<file path="config.mk">
export PLATFORM = sky130hd
export DESIGN_NAME = fft_stream_bridge_flat
export DESIGN_NICKNAME = d
export VERILOG_FILES = /design/src/rtl/fft_stream_bridge_if.sv /design/src/rtl/fft_stream_bridge.sv /design/src/flat_wrapper.sv
export SDC_FILE = /design/constraint.sdc
export NUM_CORES = 1
export LEC_CHECK = 0
export ABC_AREA = 1
export CORE_MARGIN = 1.5
export CORE_UTILIZATION = 64
export DETAILED_ROUTE_END_ITERATION = 10
export DONT_BUFFER_PORTS = 1
export PLACE_DENSITY = 0.9
export SYNTH_ARGS = -nofsm -noshare
export SYNTH_HDL_FRONTEND = slang
export SYNTH_SLANG_ARGS = --single-unit
</file>
<file path="constraint.sdc">
create_clock -name i_clk -period 3.22 [get_ports i_clk]
set_clock_uncertainty 0.15 [all_clocks]
set_input_delay 0.161 -clock i_clk [delete_from_list [all_inputs] [get_ports i_clk]]
set_output_delay 0.161 -clock i_clk [all_outputs]
set_load 0.05 [all_outputs]
</file>
<file path="src/rtl/fft_stream_bridge_if.sv">
// Stream and RAM signal bundle for fft_stream_bridge.
// The slave modport is the bridge. The master modport is the environment,
// which drives the input stream, the RAM read data and the output ready.
interface fft_stream_bridge_if #(
    parameter int DATA_WIDTH = 32,
    parameter int ADDR_WIDTH = 12
);
    // Input sample stream
    logic                  i_in_valid;
    logic                  o_in_ready;
    logic [DATA_WIDTH-1:0] i_in_data;
    logic                  i_in_last;

    // FFT sample RAM port
    logic                  o_ram_we;
    logic [ADDR_WIDTH-1:0] o_ram_waddr;
    logic [DATA_WIDTH-1:0] o_ram_wdata;
    logic                  o_ram_re;
    logic [ADDR_WIDTH-1:0] o_ram_raddr;
    logic [DATA_WIDTH-1:0] i_ram_rdata;

    // Output result stream
    logic                  o_out_valid;
    logic                  i_out_ready;
    logic [DATA_WIDTH-1:0] o_out_data;
    logic                  o_out_last;

    modport slave (
        input  i_in_valid, i_in_data, i_in_last, i_ram_rdata, i_out_ready,
        output o_in_ready, o_ram_we, o_ram_waddr, o_ram_wdata,
               o_ram_re, o_ram_raddr, o_out_valid, o_out_data, o_out_last
    );

    modport master (
        output i_in_valid, i_in_data, i_in_last, i_ram_rdata, i_out_ready,
        input  o_in_ready, o_ram_we, o_ram_waddr, o_ram_wdata,
               o_ram_re, o_ram_raddr, o_out_valid, o_out_data, o_out_last
    );
endinterface

</file>
<file path="src/rtl/fft_stream_bridge.sv">
// FFT stream bridge: loads N streamed samples into the FFT RAM, hands the
// frame to the core, then streams N results back out through a credit-based
// skid FIFO. This keeps one beat per cycle under any RAM read latency.
module fft_stream_bridge #(
    parameter int DATA_WIDTH = 32,
    parameter int ADDR_WIDTH = 12,
    parameter int RD_LATENCY = 1,
    parameter int FIFO_DEPTH = RD_LATENCY + 2
) (
    input  logic                  i_clk,
    input  logic                  i_rstn,
    input  logic [ADDR_WIDTH:0]   i_samples_number,
    input  logic                  i_abort,
    input  logic                  i_calc_end,
    output logic                  o_data_loaded,
    output logic                  o_done,
    output logic                  o_err_len,
    output logic                  o_busy,
    fft_stream_bridge_if.slave    io_bus
);

    localparam int CNT_W = ADDR_WIDTH + 1;
    localparam int OCC_W = $clog2(FIFO_DEPTH + 1);
    localparam int PTR_W = (FIFO_DEPTH > 1) ? $clog2(FIFO_DEPTH) : 1;

    localparam logic [CNT_W-1:0] CNT_ONE   = CNT_W'(1);
    localparam logic [OCC_W-1:0] OCC_ONE   = OCC_W'(1);
    localparam logic [OCC_W:0]   OCC_LIMIT = (OCC_W + 1)'(FIFO_DEPTH);
    localparam logic [PTR_W-1:0] PTR_LAST  = PTR_W'(FIFO_DEPTH - 1);

    typedef enum logic [2:0] {
        S_IDLE,
        S_LOAD,
        S_WAIT,
        S_UNLOAD,
        S_DRAIN
    } state_t;

    state_t                r_state;
    state_t                w_state_nxt;
    logic                  r_run;

    logic [CNT_W-1:0]      r_n;
    logic [CNT_W-1:0]      r_wr_cnt;
    logic [CNT_W-1:0]      r_rd_cnt;
    logic [CNT_W-1:0]      w_n_eff;

    logic                  w_in_ready;
    logic                  w_in_fire;
    logic                  w_wr_last;
    logic                  w_rd_issue;
    logic                  w_rd_last;

    logic                  r_data_loaded;
    logic                  r_done;
    logic                  r_err_len;

    // Read-return tracking: one valid/last bit per cycle of RAM latency
    logic [RD_LATENCY-1:0] r_pipe_vld;
    logic [RD_LATENCY-1:0] r_pipe_last;
    logic [OCC_W-1:0]      r_inflight;

    // Skid FIFO
    logic [DATA_WIDTH-1:0] r_fifo_data [FIFO_DEPTH];
    logic [FIFO_DEPTH-1:0] r_fifo_last;
    logic [PTR_W-1:0]      r_wptr;
    logic [PTR_W-1:0]      r_rptr;
    logic [OCC_W-1:0]      r_count;

    logic                  w_push;
    logic                  w_pop;
    logic                  w_credit_ok;
    logic                  w_head_last;

    function automatic logic [PTR_W-1:0] ptr_inc(input logic [PTR_W-1:0] p);
        return (p == PTR_LAST) ? '0 : p + PTR_W'(1);
    endfunction

    // Input acceptance: only IDLE (with a non-zero length) and LOAD take samples
    always_comb begin
        // NOTE: every combinational output gets a default first so no path leaves it unassigned (no latch).
        w_in_ready = 1'b0;
        if (r_run) begin
            if (r_state == S_IDLE) begin
                w_in_ready = (i_samples_number != '0);
            end else if (r_state == S_LOAD) begin
                w_in_ready = 1'b1;
            end
        end
    end

    assign w_in_fire   = io_bus.i_in_valid & w_in_ready;
    // In IDLE the length has not been latched yet, so frame the first beat against the live input
    assign w_n_eff     = (r_state == S_IDLE) ? i_samples_number : r_n;
    assign w_wr_last   = (r_wr_cnt == (w_n_eff - CNT_ONE));
    assign w_rd_last   = (r_rd_cnt == (r_n - CNT_ONE));
    // Reads in flight are counted against FIFO space so that a return always has a free slot
    assign w_credit_ok = ({1'b0, r_count} + {1'b0, r_inflight}) < OCC_LIMIT;
    assign w_push      = r_pipe_vld[RD_LATENCY-1];
    assign w_pop       = (r_count != '0) & io_bus.i_out_ready;
    assign w_head_last = r_fifo_last[r_rptr];

    // Next-state and read-issue decode; abort overrides every transition
    always_comb begin
        w_state_nxt = r_state;
        w_rd_issue  = 1'b0;
        unique case (r_state)
            S_IDLE, S_LOAD: begin
                if (w_in_fire) begin
                    w_state_nxt = w_wr_last ? S_WAIT : S_LOAD;
                end
            end
            S_WAIT: begin
                if (i_calc_end) begin
                    w_state_nxt = S_UNLOAD;
                end
            end
            S_UNLOAD: begin
                w_rd_issue = w_credit_ok;
                if (w_credit_ok && w_rd_last) begin
                    w_state_nxt = S_DRAIN;
                end
            end
            S_DRAIN: begin
                if (w_pop && w_head_last) begin
                    w_state_nxt = S_IDLE;
                end
            end
            default: w_state_nxt = S_IDLE;
        endcase
        if (i_abort) begin
            w_state_nxt = S_IDLE;
        end
    end

    // State register; r_run keeps o_in_ready low until the first edge after reset release
    always_ff @(posedge i_clk or negedge i_rstn) begin
        // NOTE: sequential state uses non-blocking assignments so every register samples pre-edge values.
        if (!i_rstn) begin
            r_state <= S_IDLE;
            r_run   <= 1'b0;
        end else begin
            r_state <= w_state_nxt;
            r_run   <= 1'b1;
        end
    end

    // Frame length, write/read counters and status pulses
    always_ff @(posedge i_clk or negedge i_rstn) begin
        if (!i_rstn) begin
            r_n           <= '0;
            r_wr_cnt      <= '0;
            r_rd_cnt      <= '0;
            r_data_loaded <= 1'b0;
            r_done        <= 1'b0;
            r_err_len     <= 1'b0;
        end else begin
            r_data_loaded <= (w_state_nxt == S_WAIT) && (r_state != S_WAIT);
            r_done        <= (r_state == S_DRAIN) && w_pop && w_head_last && !i_abort;
            r_err_len     <= w_in_fire && (io_bus.i_in_last != w_wr_last);
            if (w_in_fire && (r_state == S_IDLE)) begin
                r_n <= i_samples_number;
            end
            if (i_abort) begin
                r_wr_cnt <= '0;
                r_rd_cnt <= '0;
            end else begin
                if (w_in_fire) begin
                    r_wr_cnt <= w_wr_last ? '0 : r_wr_cnt + CNT_ONE;
                end
                if ((r_state == S_WAIT) && i_calc_end) begin
                    r_rd_cnt <= '0;
                end else if (w_rd_issue) begin
                    r_rd_cnt <= w_rd_last ? '0 : r_rd_cnt + CNT_ONE;
                end
            end
        end
    end

    // Read-latency pipeline and in-flight counter; abort discards pending returns
    always_ff @(posedge i_clk or negedge i_rstn) begin
        if (!i_rstn) begin
            r_pipe_vld  <= '0;
            r_pipe_last <= '0;
            r_inflight  <= '0;
        end else if (i_abort) begin
            r_pipe_vld  <= '0;
            r_pipe_last <= '0;
            r_inflight  <= '0;
        end else begin
            r_pipe_vld[0]  <= w_rd_issue;
            r_pipe_last[0] <= w_rd_issue & w_rd_last;
            for (int k = 1; k < RD_LATENCY; k++) begin
                r_pipe_vld[k]  <= r_pipe_vld[k-1];
                r_pipe_last[k] <= r_pipe_last[k-1];
            end
            unique case ({w_rd_issue, w_push})
                2'b10:   r_inflight <= r_inflight + OCC_ONE;
                2'b01:   r_inflight <= r_inflight - OCC_ONE;
                default: r_inflight <= r_inflight;
            endcase
        end
    end

    // Skid FIFO capturing RAM returns and feeding the output stream
    always_ff @(posedge i_clk or negedge i_rstn) begin
        if (!i_rstn) begin
            // NOTE: the FIFO storage is small and its head drives o_out_data, so it is reset to keep outputs at 0.
            for (int k = 0; k < FIFO_DEPTH; k++) begin
                r_fifo_data[k] <= '0;
            end
            r_fifo_last <= '0;
            r_wptr      <= '0;
            r_rptr      <= '0;
            r_count     <= '0;
        end else if (i_abort) begin
            r_wptr  <= '0;
            r_rptr  <= '0;
            r_count <= '0;
        end else begin
            if (w_push) begin
                r_fifo_data[r_wptr] <= io_bus.i_ram_rdata;
                r_fifo_last[r_wptr] <= r_pipe_last[RD_LATENCY-1];
                r_wptr              <= ptr_inc(r_wptr);
            end
            if (w_pop) begin
                r_rptr <= ptr_inc(r_rptr);
            end
            unique case ({w_push, w_pop})
                2'b10:   r_count <= r_count + OCC_ONE;
                2'b01:   r_count <= r_count - OCC_ONE;
                default: r_count <= r_count;
            endcase
        end
    end

    assign io_bus.o_in_ready  = w_in_ready;
    assign io_bus.o_ram_we    = w_in_fire;
    assign io_bus.o_ram_waddr = r_wr_cnt[ADDR_WIDTH-1:0];
    assign io_bus.o_ram_wdata = w_in_fire ? io_bus.i_in_data : '0;
    assign io_bus.o_ram_re    = w_rd_issue;
    assign io_bus.o_ram_raddr = r_rd_cnt[ADDR_WIDTH-1:0];
    assign io_bus.o_out_valid = (r_count != '0);
    assign io_bus.o_out_data  = r_fifo_data[r_rptr];
    assign io_bus.o_out_last  = (r_count != '0) & w_head_last;

    assign o_data_loaded = r_data_loaded;
    assign o_done        = r_done;
    assign o_err_len     = r_err_len;
    assign o_busy        = (r_state != S_IDLE);

endmodule

</file>
<file path="src/flat_wrapper.sv">
// flat-port wrapper written by rule: the top's interface ports become plain ports
module fft_stream_bridge_flat 
#(
    parameter int DATA_WIDTH = 32,
    parameter int ADDR_WIDTH = 12,
    parameter int RD_LATENCY = 1,
    parameter int FIFO_DEPTH = RD_LATENCY + 2
)
  (i_clk, i_rstn, i_samples_number, i_abort, i_calc_end, o_data_loaded, o_done, o_err_len, o_busy, io_bus_i_in_valid, io_bus_i_in_data, io_bus_i_in_last, io_bus_i_ram_rdata, io_bus_i_out_ready, io_bus_o_in_ready, io_bus_o_ram_we, io_bus_o_ram_waddr, io_bus_o_ram_wdata, io_bus_o_ram_re, io_bus_o_ram_raddr, io_bus_o_out_valid, io_bus_o_out_data, io_bus_o_out_last);
  fft_stream_bridge_if #(.DATA_WIDTH(DATA_WIDTH), .ADDR_WIDTH(ADDR_WIDTH)) io_bus_i ();
  input  logic i_clk;
  input  logic i_rstn;
  input  logic [ADDR_WIDTH:0] i_samples_number;
  input  logic i_abort;
  input  logic i_calc_end;
  output logic o_data_loaded;
  output logic o_done;
  output logic o_err_len;
  output logic o_busy;
  input wire logic [$bits(io_bus_i.i_in_valid)-1:0] io_bus_i_in_valid;
  input wire logic [$bits(io_bus_i.i_in_data)-1:0] io_bus_i_in_data;
  input wire logic [$bits(io_bus_i.i_in_last)-1:0] io_bus_i_in_last;
  input wire logic [$bits(io_bus_i.i_ram_rdata)-1:0] io_bus_i_ram_rdata;
  input wire logic [$bits(io_bus_i.i_out_ready)-1:0] io_bus_i_out_ready;
  output wire logic [$bits(io_bus_i.o_in_ready)-1:0] io_bus_o_in_ready;
  output wire logic [$bits(io_bus_i.o_ram_we)-1:0] io_bus_o_ram_we;
  output wire logic [$bits(io_bus_i.o_ram_waddr)-1:0] io_bus_o_ram_waddr;
  output wire logic [$bits(io_bus_i.o_ram_wdata)-1:0] io_bus_o_ram_wdata;
  output wire logic [$bits(io_bus_i.o_ram_re)-1:0] io_bus_o_ram_re;
  output wire logic [$bits(io_bus_i.o_ram_raddr)-1:0] io_bus_o_ram_raddr;
  output wire logic [$bits(io_bus_i.o_out_valid)-1:0] io_bus_o_out_valid;
  output wire logic [$bits(io_bus_i.o_out_data)-1:0] io_bus_o_out_data;
  output wire logic [$bits(io_bus_i.o_out_last)-1:0] io_bus_o_out_last;
  assign io_bus_i.i_in_valid = io_bus_i_in_valid;
  assign io_bus_i.i_in_data = io_bus_i_in_data;
  assign io_bus_i.i_in_last = io_bus_i_in_last;
  assign io_bus_i.i_ram_rdata = io_bus_i_ram_rdata;
  assign io_bus_i.i_out_ready = io_bus_i_out_ready;
  assign io_bus_o_in_ready = io_bus_i.o_in_ready;
  assign io_bus_o_ram_we = io_bus_i.o_ram_we;
  assign io_bus_o_ram_waddr = io_bus_i.o_ram_waddr;
  assign io_bus_o_ram_wdata = io_bus_i.o_ram_wdata;
  assign io_bus_o_ram_re = io_bus_i.o_ram_re;
  assign io_bus_o_ram_raddr = io_bus_i.o_ram_raddr;
  assign io_bus_o_out_valid = io_bus_i.o_out_valid;
  assign io_bus_o_out_data = io_bus_i.o_out_data;
  assign io_bus_o_out_last = io_bus_i.o_out_last;
  fft_stream_bridge #(.DATA_WIDTH(DATA_WIDTH), .ADDR_WIDTH(ADDR_WIDTH), .RD_LATENCY(RD_LATENCY), .FIFO_DEPTH(FIFO_DEPTH)) u_core (.i_clk(i_clk), .i_rstn(i_rstn), .i_samples_number(i_samples_number), .i_abort(i_abort), .i_calc_end(i_calc_end), .o_data_loaded(o_data_loaded), .o_done(o_done), .o_err_len(o_err_len), .o_busy(o_busy), .io_bus(io_bus_i));
endmodule
</file>
==> flow_metrics.env, run 1 <==
export IMPL_routed_wl_mm=24.0
export IMPL_rsz0062_at_grt="false"
export IMPL_grt_max_degree=156
export IMPL_yosysTopAreaCell="dfrtp_1"
export IMPL_syn_avg_cell_area_um2=7.34
export IMPL_die_area_mm2=0.0143
export IMPL_cp_data_arrival_time_ps=2700
export IMPL_slew_headroom_pct=51.7
export IMPL_final_layout_size_suffix_gt1_share_pct=11.3
export IMPL_switching_share_pct=29.6
export IMPL_num_io_pins=181
export IMPL_fin_setup_tns_ps=0
export IMPL_finalWorstSetupSlack_ps=213
export IMPL_synth_nets=1274
export IMPL_violations="negative hold slack"
export IMPL_fmax_ghz=0.333
export IMPL_grt_antenna_before_repair=0
export IMPL_grt_usage_pct=33.9
export IMPL_synth_edf_count=0
export IMPL_whs_ps=-720
export IMPL_hold_path_class="in2async"
export IMPL_num_antenna_cells=0
export IMPL_start_util_pct=65.7
export IMPL_yosysSeqAreaShare_pct=44.6
export IMPL_critPathKind="reg2out"
export IMPL_portBuffers=0
export IMPL_dpl_cell_area_mm2=0.00912
export IMPL_die_height_um=120
export IMPL_nets=1346
export IMPL_cts_buffer_depth=2
export IMPL_routed_via_density=5.87
export IMPL_setup_viol=0
export IMPL_p_per_area_mw_per_mm2=477
export IMPL_syn_inst=1184
export IMPL_power_frac_comb_pct=16.6
export IMPL_drv_cap=0
export IMPL_synth_area_mm2=0.00869
export IMPL_post_place_ws_ps=408
export IMPL_p_switching_w=0.00144
export IMPL_synth_common_cells="nand2_1 (317), dfrtp_1 (155), inv_1 (144)"
export IMPL_initialDrtViolationCount=944
export IMPL_start_kind="register"
export IMPL_ys_ff_latch=155
export IMPL_ctsResizeCount=0
export IMPL_postCtsSetupBuffers=0
export IMPL_grt_overflow=0
export IMPL_ys_warn_count=0
export IMPL_status="finished with violations"
export IMPL_vias=8477
export IMPL_root_buffer="clkbuf_16"
export IMPL_synth_area_leaders="dfrtp_1 (45%), nand2_1 (14%), nand3_1 (8.1%), o21ai_0 (7.7%), inv_1 (6.2%)"
export IMPL_drcViolationCount=0
export IMPL_async_reset_ff_share_pct=100
export IMPL_holdBufCountCts=49
export IMPL_final_util_pct=77.0
export IMPL_clock_sinks=155
export IMPL_peakVddDrop_v=0.000423
export IMPL_core_mm2=0.0132
export IMPL_yosysTopAreaCellShare_pct=44.6
export IMPL_synthMostInstantiatedCell="nand2_1"
export IMPL_drv_slew=0
export IMPL_syn_to_final_growth_pct=17.3
export IMPL_htree_levels=4
export IMPL_cp_required_ps=2910
export IMPL_hold_viol=155
export IMPL_worstSetupEndpointType="output pin"
export IMPL_cts_made_buffers=17
export IMPL_clkLatencyLatePin_ps=430
export IMPL_clk_pin_slew_worst_paths_ps=60
export IMPL_place_congestion=0.976
export IMPL_p_clk_share_pct=41.0
export IMPL_drtAntennaViolNets=0
export IMPL_ys_types=41
export IMPL_cts_tree="done"
export IMPL_drt_first_pass_iters=6
export IMPL_wl_per_cell_um=16.7
export IMPL_leakagePower_nw=5.20
export IMPL_die_w_um=120
export IMPL_seqPwrFrac_pct=42.4
export IMPL_design_area_mm2=0.0102
export IMPL_fin_crit_sh_pct=93.4
export IMPL_path_max_fanout=37
export IMPL_fp_row_count=42
export IMPL_fin_crit_ps=3010
export IMPL_ys_flop_type="dfrtp_1"
export IMPL_dpl_hpwl_mm=15.3
export IMPL_tightestPinTransition_ps=722
export IMPL_grt_first_pass_wirelength_mm=38.4
export IMPL_grt_pass1_vias=8152
export IMPL_p_int_w=0.00343
layout by cell type, fill, tap and decap left out, drive strengths merged, types with 2 or more instances in the layout:
cell	count
o31ai	2
xor2	28
clkinvlp	2
clkbuf	19
or2	3
nor3	8
and2	2
dfrtp	155
a21o	2
buf	77
nand3	145
o21ai	134
xnor2	4
o32ai	2
bufinv	2
nand3b	3
nand4	15
o22ai	8
ha	5
nand2	332
dlygate4sd3	49
nor4	2
a21oi	12
inv	152
clkinv	4
nor2	94
sequential cells by signal, indices dropped and copies added (netlist names):
name	count
u_core.o_data_loaded	1
u_core.o_done	1
u_core.o_err_len	1
u_core.r_count	2
u_core.r_fifo_data	96
u_core.r_fifo_last	3
u_core.r_inflight	2
u_core.r_n	13
u_core.r_pipe_last	1
u_core.r_pipe_vld	1
u_core.r_rd_cnt	13
u_core.r_rptr	2
u_core.r_run	1
u_core.r_state	3
u_core.r_wptr	2
u_core.r_wr_cnt	13
worst max-delay path, cell delays in order (launching register included):
cell,delay (ps)
dfrtp_1,430
inv_2,260
nand2_4,110
buf_4,230
inv_2,100
nand2_1,50
nand3_1,90
nor2_1,80
inv_2,480
nor2_1,170
buf_4,240
path summary, 6_finish.rpt:
kind	startpoint	endpoint	slack, ps	cells after the start
min in group i_clk	i_abort	u_core.r_fifo_data[91]$_DFFE_PN0P_	30	3
max	u_core.r_state[0]$_DFF_PN0_	io_bus_o_ram_wdata[13]	210	10
max reg2reg	u_core.r_state[0]$_DFF_PN0_	u_core.r_wr_cnt[12]$_DFFE_PN0P_	290	16
min	i_rstn	u_core.r_wr_cnt[4]$_DFFE_PN0P_	-720	0
max in group asynchronous	i_rstn	u_core.r_rd_cnt[8]$_DFFE_PN0P_	3370	0
min reg2reg	u_core.r_fifo_data[34]$_DFFE_PN0P_	u_core.r_fifo_data[34]$_DFFE_PN0P_	340	2
cells by family (layout without fill, tap and decap cells):
group           after synthesis  count (layout)  share of synthesized area (%)
simple gates                605             605                           30.4
buf+inv                     221             305                           10.9
compound gates              164             164                           9.86
flops                       155             155                           44.6
xor+xnor                     32              32                           3.22
fa+ha+maj                     6               6                          0.950
other cells                   1               1                         0.0431
layout make-up:
cell class | instances | area [µm²]
inverters | 148 | 556
fillers | 849 | 3050
well taps | 176 | 220
clock inverters | 12 | 134
multi-input cells | 808 | 3890
flip-flops and latches | 155 | 3880
repair buffers | 126 | 1070
clock buffers | 19 | 453
per-stage QoR:
stage                     total power, W  std cells
final                            0.00487       1444
after global routing             0.00503       1444
after CTS                        0.00484       1444
after detailed placement         0.00282       1364
after global placement           0.00279       1364
after floorplan                  0.00265       1184
power groups by stage:
stage | Clock, W | Combinational (W) | Sequential (W)
after floorplan | 0 | 0.000577 | 0.00207
after global placement | 0 | 0.000704 | 0.00209
after detailed placement | 0 | 0.000724 | 0.00209
after CTS | 0.00200 | 0.000783 | 0.00206
after global routing | 0.00210 | 0.000867 | 0.00207
final | 0.00200 | 0.000808 | 0.00206
routing by layer:
layer / global-route usage [%] / part of all wire, %
met5: 0 / 0
met2: 57.8 / 49
met3: 8.98 / 9.5
met4: 15.8 / 3.7
met1: 40.1 / 38
Power figures use the tool's default switching activity.
==> run 2: changes to the inputs <==
==> constraint.sdc (replaced) <==
create_clock -name i_clk -period 3.22 [get_ports i_clk]
set_clock_uncertainty 0.15 [all_clocks]
set_input_delay 0.644 -clock i_clk [delete_from_list [all_inputs] [get_ports i_clk]]
set_output_delay 0.644 -clock i_clk [all_outputs]
set_load 0.05 [all_outputs]
==> run 2 against run 1 <==
Net effect:
- the run still ends with negative hold slack left
- power grew 5.0%
- core utilization grew 1.7 points
- combinational power up 5.8%
- maximum frequency decreased by 3.0%
- final cell count shrank 2.2%
- non-clock buffer count shrank 33
- critical path type unchanged
- critical endpoint is now io_bus_o_ram_wdata[0]
- largest power group is now the clock network
==> flow_metrics.env, run 2 (synthesis results as in run 1) <==
export IMPL_whs_ps=-243
export IMPL_drv_slew=0
export IMPL_slew_headroom_pct=53.3
export IMPL_clk_pin_slew_worst_paths_ps=70
export IMPL_fin_crit_ps=3100
export IMPL_layout_cells_most_common="nand2_1"
export IMPL_grt_first_pass_wirelength_mm=39.1
export IMPL_largest_reg_flops=96
export IMPL_drv_cap=0
export IMPL_status="finished with violations"
export IMPL_met3WireLength_mm=2.26
export IMPL_top_register="u_core.r_fifo_data"
export IMPL_clock_sinks=155
export IMPL_core_mm2=0.0132
export IMPL_die_area_mm2=0.0143
export IMPL_die_height_um=120
export IMPL_cts_tree="done"
export IMPL_p_per_area_mw_per_mm2=490
export IMPL_syn_to_final_growth_pct=19.9
export IMPL_dr_wl_met2_mm=11.9
export IMPL_setup_viol=0
export IMPL_root_buffer="clkbuf_16"
export IMPL_cts_made_buffers=17
export IMPL_grt_overflow=0
export IMPL_path_max_fanout=32
export IMPL_final_layout_size_suffix_gt1_share_pct=15.7
export IMPL_leakagePower_nw=5.19
export IMPL_num_antenna_cells=0
export IMPL_grt_max_degree=156
export IMPL_place_congestion=0.995
export IMPL_max_stage_delay_ps=450
export IMPL_cp_required_ps=2430
export IMPL_fillers=847
export IMPL_portBuffers=0
export IMPL_fmax_ghz=0.323
export IMPL_crit_slowest_cell="dfrtp_2"
export IMPL_top_layer="met4"
export IMPL_initialDrtViolationCount=1063
export IMPL_peakVddDrop_v=0.000459
export IMPL_fp_row_count=42
export IMPL_die_w_um=120
export IMPL_violations="negative hold slack"
export IMPL_dpl_cell_count=1376
export IMPL_dpl_hpwl_mm=15.6
export IMPL_seq_area_mm2=0.00388
export IMPL_worstSetupEndpointType="output pin"
export IMPL_routed_via_density=5.93
export IMPL_grt_usage_pct=34.6
export IMPL_num_io_pins=181
export IMPL_fin_crit_sh_pct=96.3
export IMPL_start_kind="register"
export IMPL_cts_buffer_depth=2
export IMPL_vias=8380
export IMPL_routed_wl_mm=24.3
export IMPL_start_util_pct=65.7
export IMPL_final_cell_mix="nand2_1 (317), dfrtp_1 (154), inv_1 (143)"
export IMPL_drcViolationCount=0
export IMPL_crit_chain="inv_4, nand2_4, buf_6, inv_2, nand2_1, nand3_1, nor2_4, inv_2, buf_12, nor2_1, buf_4"
export IMPL_multi_input_area_mm2=0.00398
export IMPL_hold_path_class="in2async"
export IMPL_clkLatencyLatePin_ps=430
export IMPL_nets=1313
export IMPL_crit_top_cell="inv_2"
export IMPL_grt_pass1_vias=8226
export IMPL_final_cells=1412
export IMPL_htree_levels=4
export IMPL_cp_data_arrival_time_ps=2310
export IMPL_tightestPinTransition_ps=698
export IMPL_critPathKind="reg2out"
export IMPL_grt_antenna_before_repair=0
export IMPL_reg2reg_slack_ps=250
export IMPL_drt_first_pass_iters=5
export IMPL_hold_viol=155
export IMPL_wl_met1_mm=9.01
export IMPL_drtAntennaViolNets=0
export IMPL_wl_per_cell_um=17.2
[run 2: worst max-delay path: cells and delay by family, from the launching register on]
family | cells | cell delay [ps]
buf+inv | 6 | 1030
flops | 1 | 450
simple gates | 5 | 390
[run 2: power breakdown]
group / leakage (nW) / switching [W] / internal (W)
Combinational: 2.76 / 0.000574 / 0.000281
Sequential: 2.12 / 0.0000612 / 0.00200
Clock: 0.310 / 0.000869 / 0.00133
[run 2: what timing repair did]
item,CTS,global route
endpoints found under the hold margin,155,155
endpoints found under the setup margin,1,39
pin swaps,1,1
setup buffers,1,3
resized for setup,0,8
[run 2: stage by stage]
stage / area (µm²) / utilization [%] / TNS (ps) / setup WS, ps / power, W
after global placement: 9720 / 73.4 / 0 / 457 / 0.00288
after detailed placement: 9720 / 73.4 / 0 / 285 / 0.00291
after CTS: 10400 / 78.4 / 0 / 6.06 / 0.00510
after floorplan: 8780 / - / 0 / 56.5 / 0.00266
after global routing: 10400 / 78.7 / -1.80 / -1.33 / 0.00528
final: 10400 / 78.7 / 0 / 120 / 0.00511
[run 2: final cells by class]
cell class / count / share of cell area, %
repair buffers: 93 / 10.9
well taps: 176 / 2.11
flip-flops and latches: 155 / 37.2
clock buffers: 17 / 4.08
multi-input cells: 808 / 38.2
inverters: 148 / 5.39
clock inverters: 15 / 2.18
[run 2: worst paths after layout]
kind,start,endpoint,cells after the start
setup / recovery,u_core.r_state[0]$_DFF_PN0_,io_bus_o_ram_wdata[0],11
min in group i_clk,i_abort,u_core.r_count[1]$_DFFE_PN0P_,1
hold / removal,i_rstn,u_core.r_wr_cnt[4]$_DFFE_PN0P_,0
setup reg to reg,u_core.r_state[2]$_DFF_PN0_,u_core.r_wr_cnt[11]$_DFFE_PN0P_,17
max in group asynchronous,i_rstn,u_core.r_n[1]$_DFFE_PN0P_,0
hold reg to reg,u_core.r_fifo_data[7]$_DFFE_PN0P_,u_core.r_fifo_data[7]$_DFFE_PN0P_,2
[run 2: layer usage]
layer	up-vias	track usage [%]
li1	3833	-
met1	3903	41.9
met2	539	57.9
met3	105	8.27
met4	0	17.6
met5	-	0
==> run 3: changes to the inputs <==
Settings changed: CORE_UTILIZATION 64 to 61, PLACE_DENSITY 0.9 to 0.87.
==> run 3 against run 2 <==
Net effect:
- the flow still finishes with violations (negative hold slack)
- critical path depth increased by 1
- core utilization decreased by 3.9 points
- combinational power decreased by 0.6%
- final cell count about the same
- via count decreased by 1.3%
- clock-buffer cell count increased by 4
- largest cell class unchanged
==> flow_metrics.env, run 3 (synthesis results as in run 1) <==
export IMPL_cts_buffer_depth=2
export IMPL_drv_cap=0
export IMPL_whs_ps=-244
export IMPL_core_mm2=0.0139
export IMPL_place_congestion=0.972
export IMPL_die_height_um=122
export IMPL_routed_via_density=5.86
export IMPL_die_area_mm2=0.0150
export IMPL_r2r_end="u_core.o_err_len$_DFF_PN0_"
export IMPL_tightestPinTransition_ps=675
export IMPL_grt_pass1_vias=8029
export IMPL_die_w_um=122
export IMPL_root_buffer="clkbuf_16"
export IMPL_fin_setup_tns_ps=0
export IMPL_setup_viol=0
export IMPL_top_register="u_core.r_fifo_data"
export IMPL_dpl_cell_area_mm2=0.00972
export IMPL_grt_max_degree=156
export IMPL_reg2reg_slack_ps=270
export IMPL_portBuffers=0
export IMPL_largest_reg_flops=96
export IMPL_slew_headroom_pct=54.9
export IMPL_grt_first_pass_wirelength_mm=37.7
export IMPL_drt_first_pass_iters=6
export IMPL_routed_wl_mm=23.3
export IMPL_peakVddDrop_v=0.000387
export IMPL_initialDrtViolationCount=996
export IMPL_crit_family="buffers and inverters"
export IMPL_wl_per_cell_um=16.5
export IMPL_r2r_start="u_core.r_state[1]$_DFF_PN0_"
export IMPL_drv_slew=0
export IMPL_crit_chain="nor2_4, buf_12, nand2_8, buf_8, inv_2, nand2_1, nand3_2, nor2_4, inv_4, buf_12, nor2_1, buf_4"
export IMPL_htree_levels=4
export IMPL_fillers=942
export IMPL_layout_cells_most_common="nand2_1"
export IMPL_cp_data_arrival_time_ps=2340
export IMPL_path_buf_inv=6
export IMPL_final_cell_mix="nand2_1 (317), dfrtp_1 (154), inv_1 (143)"
export IMPL_final_layout_size_suffix_gt1_share_pct=15.5
export IMPL_status="finished with violations"
export IMPL_design_area_mm2=0.0104
export IMPL_fin_crit_sh_pct=97.2
export IMPL_start_util_pct=62.6
export IMPL_dpl_hpwl_mm=15.6
export IMPL_vias=8275
export IMPL_clock_sinks=155
export IMPL_fmax_ghz=0.319
export IMPL_fin_crit_ps=3130
export IMPL_fp_row_count=43
export IMPL_syn_to_final_growth_pct=19.4
export IMPL_violations="negative hold slack"
export IMPL_leakagePower_nw=5.17
export IMPL_worstSetupEndpointType="output pin"
export IMPL_reg2regPathDepth=17
export IMPL_grt_overflow=0
export IMPL_critPathKind="reg2out"
export IMPL_hold_path_class="in2async"
export IMPL_cp_required_ps=2430
export IMPL_grt_antenna_before_repair=0
export IMPL_rsz0062_at_grt="false"
export IMPL_nets=1309
export IMPL_num_io_pins=181
export IMPL_start_kind="register"
export IMPL_cts_tree="done"
export IMPL_clk_pin_slew_worst_paths_ps=60
export IMPL_path_max_fanout=30
export IMPL_p_per_area_mw_per_mm2=473
export IMPL_grt_usage_pct=32.3
export IMPL_clkLatencyLatePin_ps=440
export IMPL_final_util_pct=74.8
export IMPL_cp_depth=12
export IMPL_crit_slowest_cell="dfrtp_1"
export IMPL_drcViolationCount=0
export IMPL_cts_made_buffers=17
export IMPL_num_antenna_cells=0
export IMPL_max_stage_delay_ps=420
export IMPL_hold_viol=155
export IMPL_drtAntennaViolNets=0
## run 3: cell types whose count changed in the layout (fill, tap and decap cells not counted), moves of 2 or more
cell / before / now
buf_4: 57 / 50
clkbuf_8: 0 / 4
clkinv_4: 0 / 4
bufinv_16: 4 / 1
inv_8: 3 / 0
buf_12: 34 / 36
## run 3: final cells by class
type                    count  area, µm²  area share, %
repair buffers             89       1130           10.9
flip-flops and latches    155       3880           37.4
clock buffers              21        480           4.63
clock inverters            10        106           1.02
well taps                 180        225           2.17
inverters                 148        562           5.41
multi-input cells         808       3990           38.5
## run 3: what timing repair did
item	in CTS	in global routing
buffers inserted	1	1
pin swaps	1	2
endpoints found under the hold margin	155	155
gates resized for setup	1	11
endpoints found under the setup margin	25	32
## run 3: how the worst max path moves through the flow
stage                                     start                              end
floorplan                   i_samples_number[4]           io_bus_o_ram_wdata[10]
global placement    u_core.r_state[1]$_DFF_PN0_           io_bus_o_ram_wdata[31]
detailed placement  u_core.r_state[1]$_DFF_PN0_  u_core.r_wr_cnt[12]$_DFFE_PN0P_
CTS                 u_core.r_state[0]$_DFF_PN0_            io_bus_o_ram_wdata[0]
global route        u_core.r_state[1]$_DFF_PN0_           io_bus_o_ram_wdata[31]
finish              u_core.r_state[1]$_DFF_PN0_           io_bus_o_ram_wdata[31]
## run 3: worst register-to-register path: stages (launching register included)
cell and delay, ps:
dfrtp_1 420, nor2_4 160, buf_4 190, buf_4 170, nand3_1 90, nand2_2 160
ha_1 260, xor2_1 130, nand2_1 70, nor2_1 90, nand3_1 70, nor2_1 110
nand2_1 80, nor2_2 90, nand3_2 130, nand2_4 160, inv_1 120, a21o_1 190
## run 3: layer usage
layer	part of all wire, %	global-route usage, %
met5	0	0
met3	9.1	6.64
met2	49	52.7
met4	3.8	15.6
met1	38	41.2
## run 3: power breakdown
| part | internal (W) | leakage (nW) | total (W) | switching, W |
|---|---|---|---|---|
| sequential | 0.00200 | 2.12 | 0.00206 | 0.0000608 |
| clock | 0.00115 | 0.283 | 0.00200 | 0.000849 |
| combinational | 0.000281 | 2.76 | 0.000850 | 0.000569 |
| total | 0.00343 | 5.17 | 0.00491 | 0.00148 |
## run 3: through the flow
stage / power, W / hold slack (ps) / cells / setup WS, ps
2_1_floorplan: 0.00266 / 198 / 1184 / 56.5
3_3_place_gp: 0.00288 / 203 / 1378 / 397
3_5_place_dp: 0.00291 / 204 / 1378 / 241
4_1_cts: 0.00489 / -252 / 1410 / 21.8
5_1_grt: 0.00506 / -250 / 1411 / 14.9
6_report: 0.00491 / -244 / 1411 / 88.8
